[src/rtl/fa16_bist_pkg.sv]
// Shared types and sizing for the fa16 BIST sequencer.
// Used by fa16_bist_ctrl and fa16_bist_result.
package fa16_bist_pkg;

    typedef enum logic [1:0] {
        S_IDLE,
        S_CLEAR,
        S_RUN,
        S_DONE
    } state_e;

    localparam int unsigned NUM_PATTERNS_DEF = 8;
    localparam int unsigned PF_LAT_DEF       = 1;

    function automatic int unsigned clog2_min1(input int unsigned n);
        return (n <= 2) ? 1 : $clog2(n);
    endfunction

    localparam int unsigned CNT_W_DEF = clog2_min1(NUM_PATTERNS_DEF + 1);
    localparam int unsigned IDX_W_DEF = clog2_min1(NUM_PATTERNS_DEF);

endpackage

[src/rtl/fa16_bist_result.sv]
// Failure accumulation: count, first failing index and optional map.
// The map register exists only when FA16_BIST_FAILMAP_EN is defined.
module fa16_bist_result
    import fa16_bist_pkg::*;
#(
    parameter int unsigned NUM_PATTERNS = NUM_PATTERNS_DEF,
    parameter int unsigned CNT_W        = CNT_W_DEF,
    parameter int unsigned IDX_W        = IDX_W_DEF
) (
    input  logic                    clk,
    input  logic                    rst_n,
    input  logic                    clr_i,
    input  logic                    smp_i,
    input  logic [IDX_W-1:0]        idx_i,
    input  logic                    pf_i,
    output logic [CNT_W-1:0]        fail_cnt_o,
    output logic [IDX_W-1:0]        first_fail_o,
    output logic                    first_fail_vld_o,
    output logic [NUM_PATTERNS-1:0] fail_map_o,
    output logic                    cnt_zero_nxt_o
);

    localparam logic [CNT_W-1:0] CNT_MAX = CNT_W'(NUM_PATTERNS);

    logic [CNT_W-1:0] cnt_q, cnt_d;
    logic [IDX_W-1:0] ff_q, ff_d;
    logic             ffv_q, ffv_d;
    logic             hit;

    assign hit = smp_i && !pf_i;

    always_comb begin
        cnt_d = cnt_q;
        ff_d  = ff_q;
        ffv_d = ffv_q;
        if (clr_i) begin
            cnt_d = '0;
            ff_d  = '0;
            ffv_d = 1'b0;
        end else if (hit) begin
            if (cnt_q != CNT_MAX) begin
                cnt_d = cnt_q + CNT_W'(1);
            end
            if (!ffv_q) begin
                ff_d  = idx_i;
                ffv_d = 1'b1;
            end
        end
    end

    always_ff @(posedge clk or negedge rst_n) begin
        if (!rst_n) begin
            cnt_q <= '0;
            ff_q  <= '0;
            ffv_q <= 1'b0;
        end else begin
            cnt_q <= cnt_d;
            ff_q  <= ff_d;
            ffv_q <= ffv_d;
        end
    end

    assign fail_cnt_o       = cnt_q;
    assign first_fail_o     = ff_q;
    assign first_fail_vld_o = ffv_q;
    // Lets the controller register pass in the same edge as the last update.
    assign cnt_zero_nxt_o   = (cnt_d == '0);

`ifdef FA16_BIST_FAILMAP_EN
    logic [NUM_PATTERNS-1:0] map_q, map_d;

    always_comb begin
        map_d = map_q;
        if (clr_i) begin
            map_d = '0;
        end else if (hit) begin
            map_d[idx_i] = 1'b1;
        end
    end

    always_ff @(posedge clk or negedge rst_n) begin
        if (!rst_n) begin
            map_q <= '0;
        end else begin
            map_q <= map_d;
        end
    end

    assign fail_map_o = map_q;
`else
    assign fail_map_o = '0;
`endif

endmodule

[src/rtl/fa16_bist_ctrl.sv]
// BIST sequencer/collector for the fa16 wrapper: CLEAR, RUN sweep, DONE.
// Optional per-pattern fail map enabled by FA16_BIST_FAILMAP_EN.
module fa16_bist_ctrl
    import fa16_bist_pkg::*;
#(
    parameter  int unsigned NUM_PATTERNS = NUM_PATTERNS_DEF,
    parameter  int unsigned PF_LAT       = PF_LAT_DEF,
    localparam int unsigned CNT_W        = clog2_min1(NUM_PATTERNS + 1),
    localparam int unsigned IDX_W        = clog2_min1(NUM_PATTERNS)
) (
    input  logic                    clk,
    input  logic                    rst_n,
    input  logic                    start,
    input  logic                    abort,
    input  logic                    pf,
    output logic                    dut_en,
    output logic                    dut_rst,
    output logic                    test,
    output logic                    busy,
    output logic                    done,
    output logic                    pass,
    output logic [CNT_W-1:0]        fail_cnt,
    output logic [IDX_W-1:0]        first_fail,
    output logic                    first_fail_vld,
    output logic [NUM_PATTERNS-1:0] fail_map
);

    localparam int unsigned RUN_LEN = PF_LAT + NUM_PATTERNS;
    localparam int unsigned CYC_W   = clog2_min1(RUN_LEN);

    localparam logic [CYC_W-1:0] CYC_LAST = CYC_W'(RUN_LEN - 1);
    localparam logic [CYC_W-1:0] CYC_LAT  = CYC_W'(PF_LAT);

    state_e           state_q, state_d;
    logic [CYC_W-1:0] cyc_q, cyc_d;

    logic dut_en_q, dut_en_d;
    logic dut_rst_q, dut_rst_d;
    logic test_q, test_d;
    logic busy_q, busy_d;
    logic done_q, done_d;
    logic pass_q, pass_d;

    logic             smp;
    logic             clr;
    logic             cnt_zero_nxt;
    logic [IDX_W-1:0] idx;

    always_comb begin
        state_d = state_q;
        cyc_d   = cyc_q;
        unique case (state_q)
            S_IDLE: begin
                if (start && !abort) begin
                    state_d = S_CLEAR;
                end
            end
            S_CLEAR: begin
                cyc_d   = '0;
                state_d = abort ? S_IDLE : S_RUN;
            end
            S_RUN: begin
                if (abort) begin
                    state_d = S_IDLE;
                end else if (cyc_q == CYC_LAST) begin
                    state_d = S_DONE;
                end else begin
                    cyc_d = cyc_q + CYC_W'(1);
                end
            end
            S_DONE: begin
                if (abort) begin
                    state_d = S_IDLE;
                end else if (start) begin
                    state_d = S_CLEAR;
                end
            end
            default: state_d = S_IDLE;
        endcase
    end

    assign smp = (state_q == S_RUN) && !abort && (cyc_q >= CYC_LAT);
    assign idx = IDX_W'(cyc_q - CYC_LAT);
    // Results are zero whenever the next state is IDLE or CLEAR.
    assign clr = (state_d == S_IDLE) || (state_d == S_CLEAR);

    always_comb begin
        dut_en_d  = 1'b0;
        dut_rst_d = 1'b0;
        test_d    = 1'b0;
        busy_d    = 1'b0;
        done_d    = 1'b0;
        pass_d    = 1'b0;
        unique case (state_d)
            S_CLEAR: begin
                dut_en_d  = 1'b1;
                dut_rst_d = 1'b1;
                busy_d    = 1'b1;
            end
            S_RUN: begin
                dut_en_d = 1'b1;
                test_d   = 1'b1;
                busy_d   = 1'b1;
            end
            S_DONE: begin
                done_d = 1'b1;
                pass_d = cnt_zero_nxt;
            end
            default: begin
            end
        endcase
    end

    always_ff @(posedge clk or negedge rst_n) begin
        if (!rst_n) begin
            state_q   <= S_IDLE;
            cyc_q     <= '0;
            dut_en_q  <= 1'b0;
            dut_rst_q <= 1'b0;
            test_q    <= 1'b0;
            busy_q    <= 1'b0;
            done_q    <= 1'b0;
            pass_q    <= 1'b0;
        end else begin
            state_q   <= state_d;
            cyc_q     <= cyc_d;
            dut_en_q  <= dut_en_d;
            dut_rst_q <= dut_rst_d;
            test_q    <= test_d;
            busy_q    <= busy_d;
            done_q    <= done_d;
            pass_q    <= pass_d;
        end
    end

    fa16_bist_result #(
        .NUM_PATTERNS (NUM_PATTERNS),
        .CNT_W        (CNT_W),
        .IDX_W        (IDX_W)
    ) u_result (
        .clk              (clk),
        .rst_n            (rst_n),
        .clr_i            (clr),
        .smp_i            (smp),
        .idx_i            (idx),
        .pf_i             (pf),
        .fail_cnt_o       (fail_cnt),
        .first_fail_o     (first_fail),
        .first_fail_vld_o (first_fail_vld),
        .fail_map_o       (fail_map),
        .cnt_zero_nxt_o   (cnt_zero_nxt)
    );

    assign dut_en  = dut_en_q;
    assign dut_rst = dut_rst_q;
    assign test    = test_q;
    assign busy    = busy_q;
    assign done    = done_q;
    assign pass    = pass_q;

endmodule
[config.mk]
export PLATFORM = sky130hd
export DESIGN_NAME = fa16_bist_ctrl
export DESIGN_NICKNAME = d
export VERILOG_FILES = /design/src/rtl/fa16_bist_pkg.sv /design/src/rtl/fa16_bist_result.sv /design/src/rtl/fa16_bist_ctrl.sv
export SDC_FILE = /design/constraint.sdc
export NUM_CORES = 1
export LEC_CHECK = 0
export ABC_CLOCK_PERIOD_IN_PS = 2450
export BUFFER_PORTS_ARGS = -buffer_cell sky130_fd_sc_hd__buf_2
export CAP_MARGIN = 20
export CORE_ASPECT_RATIO = 0.9
export CORE_MARGIN = 10
export CORE_UTILIZATION = 33
export CTS_CLUSTER_SIZE = 24
export DETAILED_ROUTE_END_ITERATION = 16
export GPL_ROUTABILITY_DRIVEN = 0
export GPL_TIMING_DRIVEN = 0
export PLACE_DENSITY = 0.6
export REMOVE_ABC_BUFFERS = 1
export SLEW_MARGIN = 40
export SYNTH_ARGS = -nofsm -noshare
export SYNTH_HDL_FRONTEND = slang
export SYNTH_SLANG_ARGS = --single-unit
[constraint.sdc]
create_clock -name clk -period 2.45 [get_ports clk]
set_input_delay 0 -clock clk [delete_from_list [all_inputs] [get_ports clk]]
set_output_delay 0 -clock clk [all_outputs]
set_load 0.02 [all_outputs]
Word level (Yosys, flattened, before mapping)

Index checks and enable logic that the tools add are counted.

Flip-flop bits (word level): 19
Input bits: 5
Output and inout port bits: 22
Logic and storage cells: 63

Add/subtract/negate cells: 3
Magnitude comparators: 1
Equality and inequality tests: 11
Mux-type cells: 23
Reduce and logical (&&, ||, !) cells: 15

Operators with widths:

| kind                                                                  | number |
|---|---|
| 4-bit 2-to-1 mux                                                      | 5 |
| 2-bit 2-to-1 mux                                                      | 6 |
| 3-bit 2-to-1 mux                                                      | 3 |
| 4-bit by 1-bit adder with 4-bit output, second input constant         | 2 |
| 2-bit equality test, second input constant                            | 4 |
| 2-bit case mux with 4 select lines                                    | 1 |
| 4-bit case mux with 2 select lines                                    | 1 |
| 1-bit 2-to-1 mux                                                      | 7 |
| 2-bit inequality test, second input constant                          | 3 |
| 2-bit by 1-bit equality test with 1-bit output, second input constant | 2 |
| 4-bit equality test, second input constant                            | 1 |
| 4-bit by 1-bit >= comparator with 1-bit output, second input constant | 1 |
| 1-bit logical AND                                                     | 4 |
| 2-bit logical NOT                                                     | 2 |
| 4-bit logical NOT                                                     | 1 |
| 4-bit inequality test, second input constant                          | 1 |
| 2-bit nonzero test                                                    | 2 |
| 3-bit AND reduction                                                   | 1 |
| 3-bit by 1-bit subtractor with 3-bit output, second input constant    | 1 |
| 1-bit logical NOT                                                     | 2 |
| 2-bit AND reduction                                                   | 1 |
| 2-bit OR reduction                                                    | 1 |
| 1-bit logical OR                                                      | 1 |

Depth between registers and ports, before layout

Gate-level depths: netlist (run 1).

Depth after elaboration: 9
Depth in mapped cells: 11
Mapped depth without buffers: 11

Modules after synthesis

From an unflattened synthesis (run 1), not the netlist that was laid out.

Cell total of the unflattened synthesis: 108
Area, all modules: 1077.3 sq um

Modules (own cells, without submodules):

| module           | instances | cells each | area an instance (sq um) | seq. area each (sq um) |
|---|---|---|---|---|
| fa16_bist_ctrl   | 1         | 51         | 565.5                    | 275.3 |
| fa16_bist_result | 1         | 57         | 511.7                    | 200.2 |

Worst setup path after synthesis (run 1)

Ideal clock, no wire load.

Kind: register to register
Start: register cyc_q[0]
End: register pass_q, in the netlist pass
Library setup time: 132 ps
Arrival: 2102 ps
Data required time: 2318 ps
Slack: 216 ps
Stages on the path, launching flop included: 11
Path buffers: 0
Clock period less this slack: 2234 ps
Cell sequence: dfrtp_1 inv_1 ha_1 and3b_1 o21ai_0 a21o_2 inv_1 ha_1 nor2_1 a21boi_0 nor4_2

Longest elaborated chain between the ends: 9

RTL lines:

| what                                                                                | line                   | RTL |
|---|---|---|
| start: declaration                                                                  | fa16_bist_ctrl.sv:35   | `logic [CYC_W-1:0] cyc_q, cyc_d;` |
| start signal: assignment                                                            | fa16_bist_ctrl.sv:126  | `cyc_q <= cyc_d;` |
| 4-bit equality test (*)                                                             | fa16_bist_ctrl.sv:65   | `end else if (cyc_q == CYC_LAST) begin` |
| 2-bit 2-to-1 mux (*)                                                                | fa16_bist_ctrl.sv:65   |  |
| 2-bit 2-to-1 mux (*)                                                                | fa16_bist_ctrl.sv:63   | `if (abort) begin` |
| 2-bit case mux with 4 select lines (*)                                              | fa16_bist_ctrl.sv:52   | `unique case (state_q)` |
| net state_d[0]                                                                      | fa16_bist_ctrl.sv:34   | `state_e state_q, state_d;` |
| 2-bit by 1-bit equality test with 1-bit output or 2-bit logical NOT (tied branches) | fa16_bist_ctrl.sv:85   | `assign clr = (state_d == S_IDLE) \|\| (state_d == S_CLEAR);` |
| 1-bit logical OR (*)                                                                | fa16_bist_ctrl.sv:85   |  |
| 4-bit 2-to-1 mux (*)                                                                | fa16_bist_result.sv:36 | `if (clr_i) begin` |
| net u_result.cnt_d[2]                                                               | fa16_bist_result.sv:25 | `logic [CNT_W-1:0] cnt_q, cnt_d;` |
| 4-bit logical NOT (*)                                                               | fa16_bist_result.sv:67 | `assign cnt_zero_nxt_o = (cnt_d == '0);` |
| 1-bit 2-to-1 mux (*)                                                                | fa16_bist_ctrl.sv:94   | `unique case (state_d)` |
| net pass_d                                                                          | fa16_bist_ctrl.sv:42   | `logic pass_q, pass_d;` |
| end signal: assignment                                                              | fa16_bist_ctrl.sv:132  | `pass_q <= pass_d;` |
| end: declaration                                                                    | fa16_bist_ctrl.sv:42   |  |

Mark *: on every way through the listed nets, which the timed path passes. The rest lies on a longest branch.
A chain may end at the register's enable or synchronous reset.

Final worst setup path (run 1)

Ends and elaborated chain as after synthesis.

==> metrics, run 1 <==
Synth-to-Final Area Change=16.4%; type of origin of the critical path=register; Pins Over Slew Limit=0; Clock Latency Late Sink=0.26 ns; FFs w/ async S/R, synth=100%; worst path bufs/invs=2; Final Hold Fails=0; startpoint of the worst register-to-register path=cyc_q[0]$_DFFE_PN0P_; Layout Skew=0.00385 ns; logic depth of the worst setup path including buffers=10; DP Area=0.00120 mm2; total core area=0.00314 mm2; most used cell, CP=inv_1; port buffer count=18; RSZ-0062 raised after global routing=no; post-route design area=~0.0013 mm2; worst slew pin tran=0.547 ns; share of the synthesized area in the top cell type=a little over two fifths; Worst Setup SP=cyc_q[0]$_DFFE_PN0P_; FP Rows=19; f_max=between 400 and 500 MHz; crit path time final=between 2 and 2.5 ns; most frequent cell after synthesis=dfrtp_1; fin nets=144; Synth area leaders=dfrtp_1 (43%), ha_1 (10%), buf_4 (6.1%); initial core utilization=35.4%; Die Span Y=75.1 um; initial antenna violation count=0; DR iter-0 viols=25; Post-synth EDFFs=0; Top Usage Layer GRT=met2; slowest cell delay on critical path=0.45 ns; via count=840; ant diodes=0; r2r setup slk=0.16 ns; crit path DAT=approximately 2.5 ns; met2 Use GR=between 10% and 20%; crit-path leading delay family=simple AND/OR/NAND/NOR gates; die area=0.00610 mm2; GRT Total Usage=8.02%; Die W=around 81 um; critical path cell sequence=inv_1 > ha_1 > and3b_2 > o21ai_0 > a21o_2 > inv_1 > ha_2 > nor2_4 > a21boi_1 > nor4_2; status=complete, no violations; register area share after synthesis=42.7%; met1 Resource Use GR=under 10%; Vias/cell=4.91; Yosys top cell by area=dfrtp_1; Clock Pin Slew Worst Setup and Hold Paths=0.07 ns; CTS tree=yes; largest net degree at the start of global routing=20; detailed placement HPWL=1.83 mm; Worst VDD drop=between 0.4 and 0.5 mV; PwrDens=582 mW/mm2; share of cells above drive strength 1=between 30 and 40%; detailed-route DRC error count=0; clk root buf=clkbuf_8; Max Buffers Root-to-Sink=2; Max Fanout on Critical Path=7; vias in the first global route=842; Synthesis Warnings=0; GRT Residual Overflow=0; Crit-path slowest cell=dfrtp_2; H-tree depth reported by CTS=1; wire per inst=14.1 um; global routing usage on met3=3.21%; Leakage=0.000618 uW; number of distinct library cells after synthesis=39; fill cell count=312; CP required=2.62 ns; hold wc startpoint=start; synthesized flop and latch total=19; first-pass GRT wire length=between 3 and 4 mm; FF-to-FF path depth=10; RR Endpoint=pass$_DFF_PN0_; number of routed nets with antenna violations=0; crit path kind=register to register; 1st-pass router iterations=4; drt total wl=around 2.4 mm; Main synth FF type=dfrtp_1; max_cap viols=0; Post-synth top cells=dfrtp_1 (19), inv_1 (10), buf_4 (9), ha_1 (9); cts bufs inserted=3; Relative slew margins=63.0%; Cells after Synth=109; total power=753 uW; Critical Path Sink=pass$_DFF_PN0_; Syn Area/Cell=10.2 um2; worst hold path class=input pin to register; Finish-stage setup viols=0; clk sinks=19; final worst path period share=about 93%; synthesized cell area=0.00111 mm2; # IOs=27; CP Capture Type=register
final cells by class:
type                       instances  area, um2  area share (%)
sequential                        19        478            36.9
multi-input combinational         75        567            43.8
clock buffer                       4       45.0            3.48
inverter                          10       37.5            2.90
timing repair buffer              21        115            8.89
tap                               42       52.6            4.06
stage by stage:
step                cells  utilization, %  setup slack, ns  hold slack (ns)  TNS (ns)
floorplan             104               -            0.215           -0.296         0
CTS                   169            40.3           0.0257            0.121         0
global route          171            41.3          0.00382            0.165         0
finish                171            41.3            0.164            0.146         0
detailed placement    164            38.3           -0.172          -0.0312    -0.268
global placement      164            38.3           -0.130          -0.0342    -0.163
power by group:
group	switching, uW	internal [uW]	total (uW)
sequential	22.4	331	353
clock	105	116	221
combinational	108	71.1	179
flip-flops by register name, summed over array words and instances (netlist names):
name                       flops
state_q                        2
dut_rst                        1
u_result.fail_cnt_o            4
busy                           1
u_result.first_fail_o          3
done                           1
test                           1
u_result.first_fail_vld_o      1
cyc_q                          4
pass                           1
repair_timing:
item | in CTS | in global routing
hold buffers | 1 | 0
hold endpoints to repair | 19 | 0
pin swaps | 0 | 0
buffers inserted | 0 | 2
endpoints found under the setup margin | 3 | 4
resized for setup | 3 | 5
worst min path at each step:
stage,endpoint,cells past startpoint
CTS,u_result.fail_cnt_o[2]$_DFF_PN0_,4
global route,state_q[0]$_DFF_PN0_,4
finish,state_q[0]$_DFF_PN0_,4
floorplan,busy$_DFF_PN0_,0
global placement,cyc_q[1]$_DFFE_PN0P_,1
detailed placement,cyc_q[0]$_DFFE_PN0P_,1
placed cells by master, fill, tap and decap left out, drive strengths merged, types with 2 or more instances in the layout:
master and count:
nor2 6, a21boi 2, conb 8, inv 10, nand3 2, a31o 2
or4b 2, mux2i 3, ha 9, a21oi 3, o21ai 4, o211ai 2
a22o 2, nor3 4, nand4 2, nand2 6, clkbuf 4, or3 2
dfrtp 19, buf 20, nor4b 2
cells by family after synthesis:
kind of cell | share of synthesized area [%]
DFF | 42.7
muxes | 2.70
buffers and inverters | 10.6
xor gates and xnor gates | 0.788
AOI/OAI and AO/OA | 14.8
adders and majority gates | 10.1
and+or+nand+nor | 17.9
other | 0.337
tightest hold or removal path, delay by kind of cell:
kind                   cells  cell delay, ns
buffers and inverters      2            0.17
AND/OR/NAND/NOR            1            0.05
AO/OA/AOI/OAI              1            0.14
per-layer routing:
metal / up-vias / part of all wire [%]
met5: - / 0
met1: 402 / 47
met3: 4 / 7.1
met4: 0 / 1.2
met2: 24 / 45
li1: 410 / -
(Power assumes the default switching activity.)
==> inputs of run 2 (changes only) <==
--- a/config.mk
+++ b/config.mk
@@ -8,5 +8,4 @@
 export ABC_CLOCK_PERIOD_IN_PS = 2450
 export BUFFER_PORTS_ARGS = -buffer_cell sky130_fd_sc_hd__buf_2
-export CAP_MARGIN = 20
 export CORE_ASPECT_RATIO = 0.9
 export CORE_MARGIN = 10
@@ -17,5 +16,4 @@
 export GPL_TIMING_DRIVEN = 0
 export PLACE_DENSITY = 0.6
-export REMOVE_ABC_BUFFERS = 1
 export SLEW_MARGIN = 40
 export SYNTH_ARGS = -nofsm -noshare
==> constraint.sdc (replaced) <==
create_clock -name clk -period 2.45 [get_ports clk]
set_input_delay 0 -clock clk [delete_from_list [all_inputs] [get_ports clk]]
set_output_delay 0 -clock clk [all_outputs]
set_load 0.1 [all_outputs]
==> metrics, run 2 (synthesis gave the netlist of run 1 again) <==
combinational share of power=35.5% (was 23.8%); cts bufs inserted=3 (unchanged); share of cells above drive strength 1=34.0% (was 30.2%); CP required=2.58 ns (was 2.62 ns); Die W=81.2 um (unchanged); Top Usage Layer GRT=met2 (unchanged); final worst path period share=91.9% (was 93.3%); Final Hold Fails=0 (unchanged); PwrDens=625 mW/mm2 (was 582 mW/mm2); type of origin of the critical path=register (unchanged); crit path kind=register to register (unchanged); Max Buffers Root-to-Sink=2 (unchanged); Die Span Y=75.1 um (unchanged); Vias/cell=4.73 (was 4.91); worst slew pin tran=0.599 ns (was 0.547 ns); Pins Over Slew Limit=0 (unchanged); Sequential Power Share=39.9% (was 46.9%); Seq. cell area=477 um2 (was 478 um2); startpoint of the worst register-to-register path=cyc_q[0]$_DFFE_PN0P_ (unchanged); drt total wl=2.43 mm (was 2.42 mm); Sw Pwr=333 uW (was 235 uW); Post-Layout Cell Count=183 (was 171); max_cap viols=0 (unchanged); RR Endpoint=pass$_DFF_PN0_ (unchanged); Worst VDD drop=0.312 mV (was 0.441 mV); total power=863 uW (was 753 uW); fill cell count=321 (was 312); FF-to-FF path depth=11 (was 10); DR iter-0 viols=45 (was 25); Max Fanout on Critical Path=7 (unchanged); fin nets=156 (was 144); Layout Skew=0.00464 ns (was 0.00385 ns); ant diodes=0 (unchanged); f_max=444 MHz (was 437 MHz); Leakage=0.000674 uW (was 0.000618 uW); CTS tree=yes (unchanged); Fin Setup TNS=0 ns (unchanged); via count=865 (was 840); Worst Setup SP=cyc_q[0]$_DFFE_PN0P_ (unchanged); met1 Resource Use GR=10.5% (was 9.37%); Switching Fraction=38.5% (was 31.2%); clk sinks=19 (unchanged); number of routed nets with antenna violations=0 (unchanged); post-route design area=0.00138 mm2 (was 0.00129 mm2); commonest non-fill, non-tap cell in the layout=buf_2 (unchanged); Relative slew margins=59.5% (was 63.0%); total core area=0.00314 mm2 (unchanged); area of the multi-input gates=576 um2 (was 567 um2); Critical Path Sink=pass$_DFF_PN0_ (unchanged); commonest cells after routing, fill and taps aside=buf_2 (19), dfrtp_1 (18), buf_4 (11), inv_1 (10), conb_1 (8) (was buf_2 (18), dfrtp_1 (17), inv_1 (10), ha_1 (8), conb_1 (8)); crit path time final=2.25 ns (was 2.29 ns); largest net degree at the start of global routing=20 (unchanged); worst hold margin=0.161 ns (was 0.146 ns); port buffer count=18 (unchanged); global routing usage on met3=5.24% (was 3.21%); vias in the first global route=831 (was 842); initial core utilization=35.4% (unchanged); detailed-route DRC error count=0 (unchanged); hold wc startpoint=pf (was start); # IOs=27 (unchanged); Clock Latency Late Sink=0.25 ns (was 0.26 ns); met2 Use GR=11.3% (was 13.1%); DP Area=0.00129 mm2 (was 0.00120 mm2); r2r setup slk=0.20 ns (was 0.16 ns); FP Rows=19 (unchanged); die area=0.00610 mm2 (unchanged); GRT Residual Overflow=0 (unchanged); status=complete, no violations (unchanged); CP Capture Type=register (unchanged); Clk pwr share=24.6% (was 29.3%); worst hold path class=input pin to register (unchanged); Clock Pin Slew Worst Setup and Hold Paths=0.07 ns (about the same); initial antenna violation count=0 (unchanged); wire per inst=13.3 um (was 14.1 um); RSZ-0062 raised after global routing=no (unchanged); GRT Total Usage=8.06% (was 8.02%); 1st-pass router iterations=4 (unchanged); H-tree depth reported by CTS=1 (unchanged); Finish-stage setup viols=0 (unchanged); post-placement cell count=176 (was 164); detailed placement HPWL=1.88 mm (was 1.83 mm); crit path DAT=2.38 ns (was 2.45 ns); clk root buf=clkbuf_8 (unchanged); internal power=531 uW (was 518 uW); Synth-to-Final Area Change=24.3% (was 16.4%); first-pass GRT wire length=3.91 mm (was 3.83 mm)
==> run 2: timing repair <==
action | in CTS | in global routing
setup endpoints to repair | 3 | 2
pin swaps | 0 | 1
endpoints found under the hold margin | 19 | 0
resized for setup | 3 | 5
setup buffers | 0 | 2
hold buffers | 1 | 0
==> run 2: stage by stage <==
step | setup slack [ns] | util [%]
floorplan | 0.211 | -
global placement | -0.135 | 40.8
detailed placement | -0.161 | 41.0
CTS | 0.0285 | 43.0
global route | 0.0475 | 44.1
finish | 0.199 | 44.1
==> run 2: worst min path at each step <==
stage	to	cells after the start	slack (ns)
after global placement	cyc_q[1]$_DFFE_PN0P_	1	-0.04
final	u_result.fail_cnt_o[1]$_DFF_PN0_	4	0.16
after global routing	u_result.fail_cnt_o[1]$_DFF_PN0_	4	0.19
after detailed placement	cyc_q[1]$_DFFE_PN0P_	1	-0.03
after floorplan	busy$_DFF_PN0_	0	-0.30
after CTS	state_q[0]$_DFF_PN0_	4	0.14
==> run 2: per-layer routing <==
| layer | part of all wire, % | up-vias | routed length [um] |
|---|---|---|---|
| met5 | 0 | - | 0 |
| met1 | 48 | 404 | 1160 |
| met4 | 0 | 0 | 0 |
| met2 | 41 | 26 | 1000 |
| met3 | 11 | 0 | 269 |
| li1 | - | 435 | - |
==> run 2: power groups by stage <==
stage	clock network (uW)	registers [uW]	logic (uW)
global route	235	346	329
global placement	0	351	279
CTS	222	347	289
finish	213	344	306
floorplan	0	400	184
detailed placement	0	352	284
==> run 2: worst max-delay path, cell delays in order (launching register included) <==
cell and delay [ns]:
dfrtp_2 0.40, inv_1 0.07, ha_1 0.24, and3b_2 0.24
o21ai_0 0.15, a21o_2 0.17, inv_1 0.09, ha_4 0.20
nor2_4 0.17, nand2_1 0.09, o211ai_1 0.24, nor4_2 0.06
==> run 2: layout make-up <==
cell class	instances	area share, %
buffer	12	5.79
clock buffer	4	3.26
inverter	10	2.71
multi-input combinational	75	41.6
sequential	19	34.5
tap	42	3.80
timing repair buffer	21	8.33
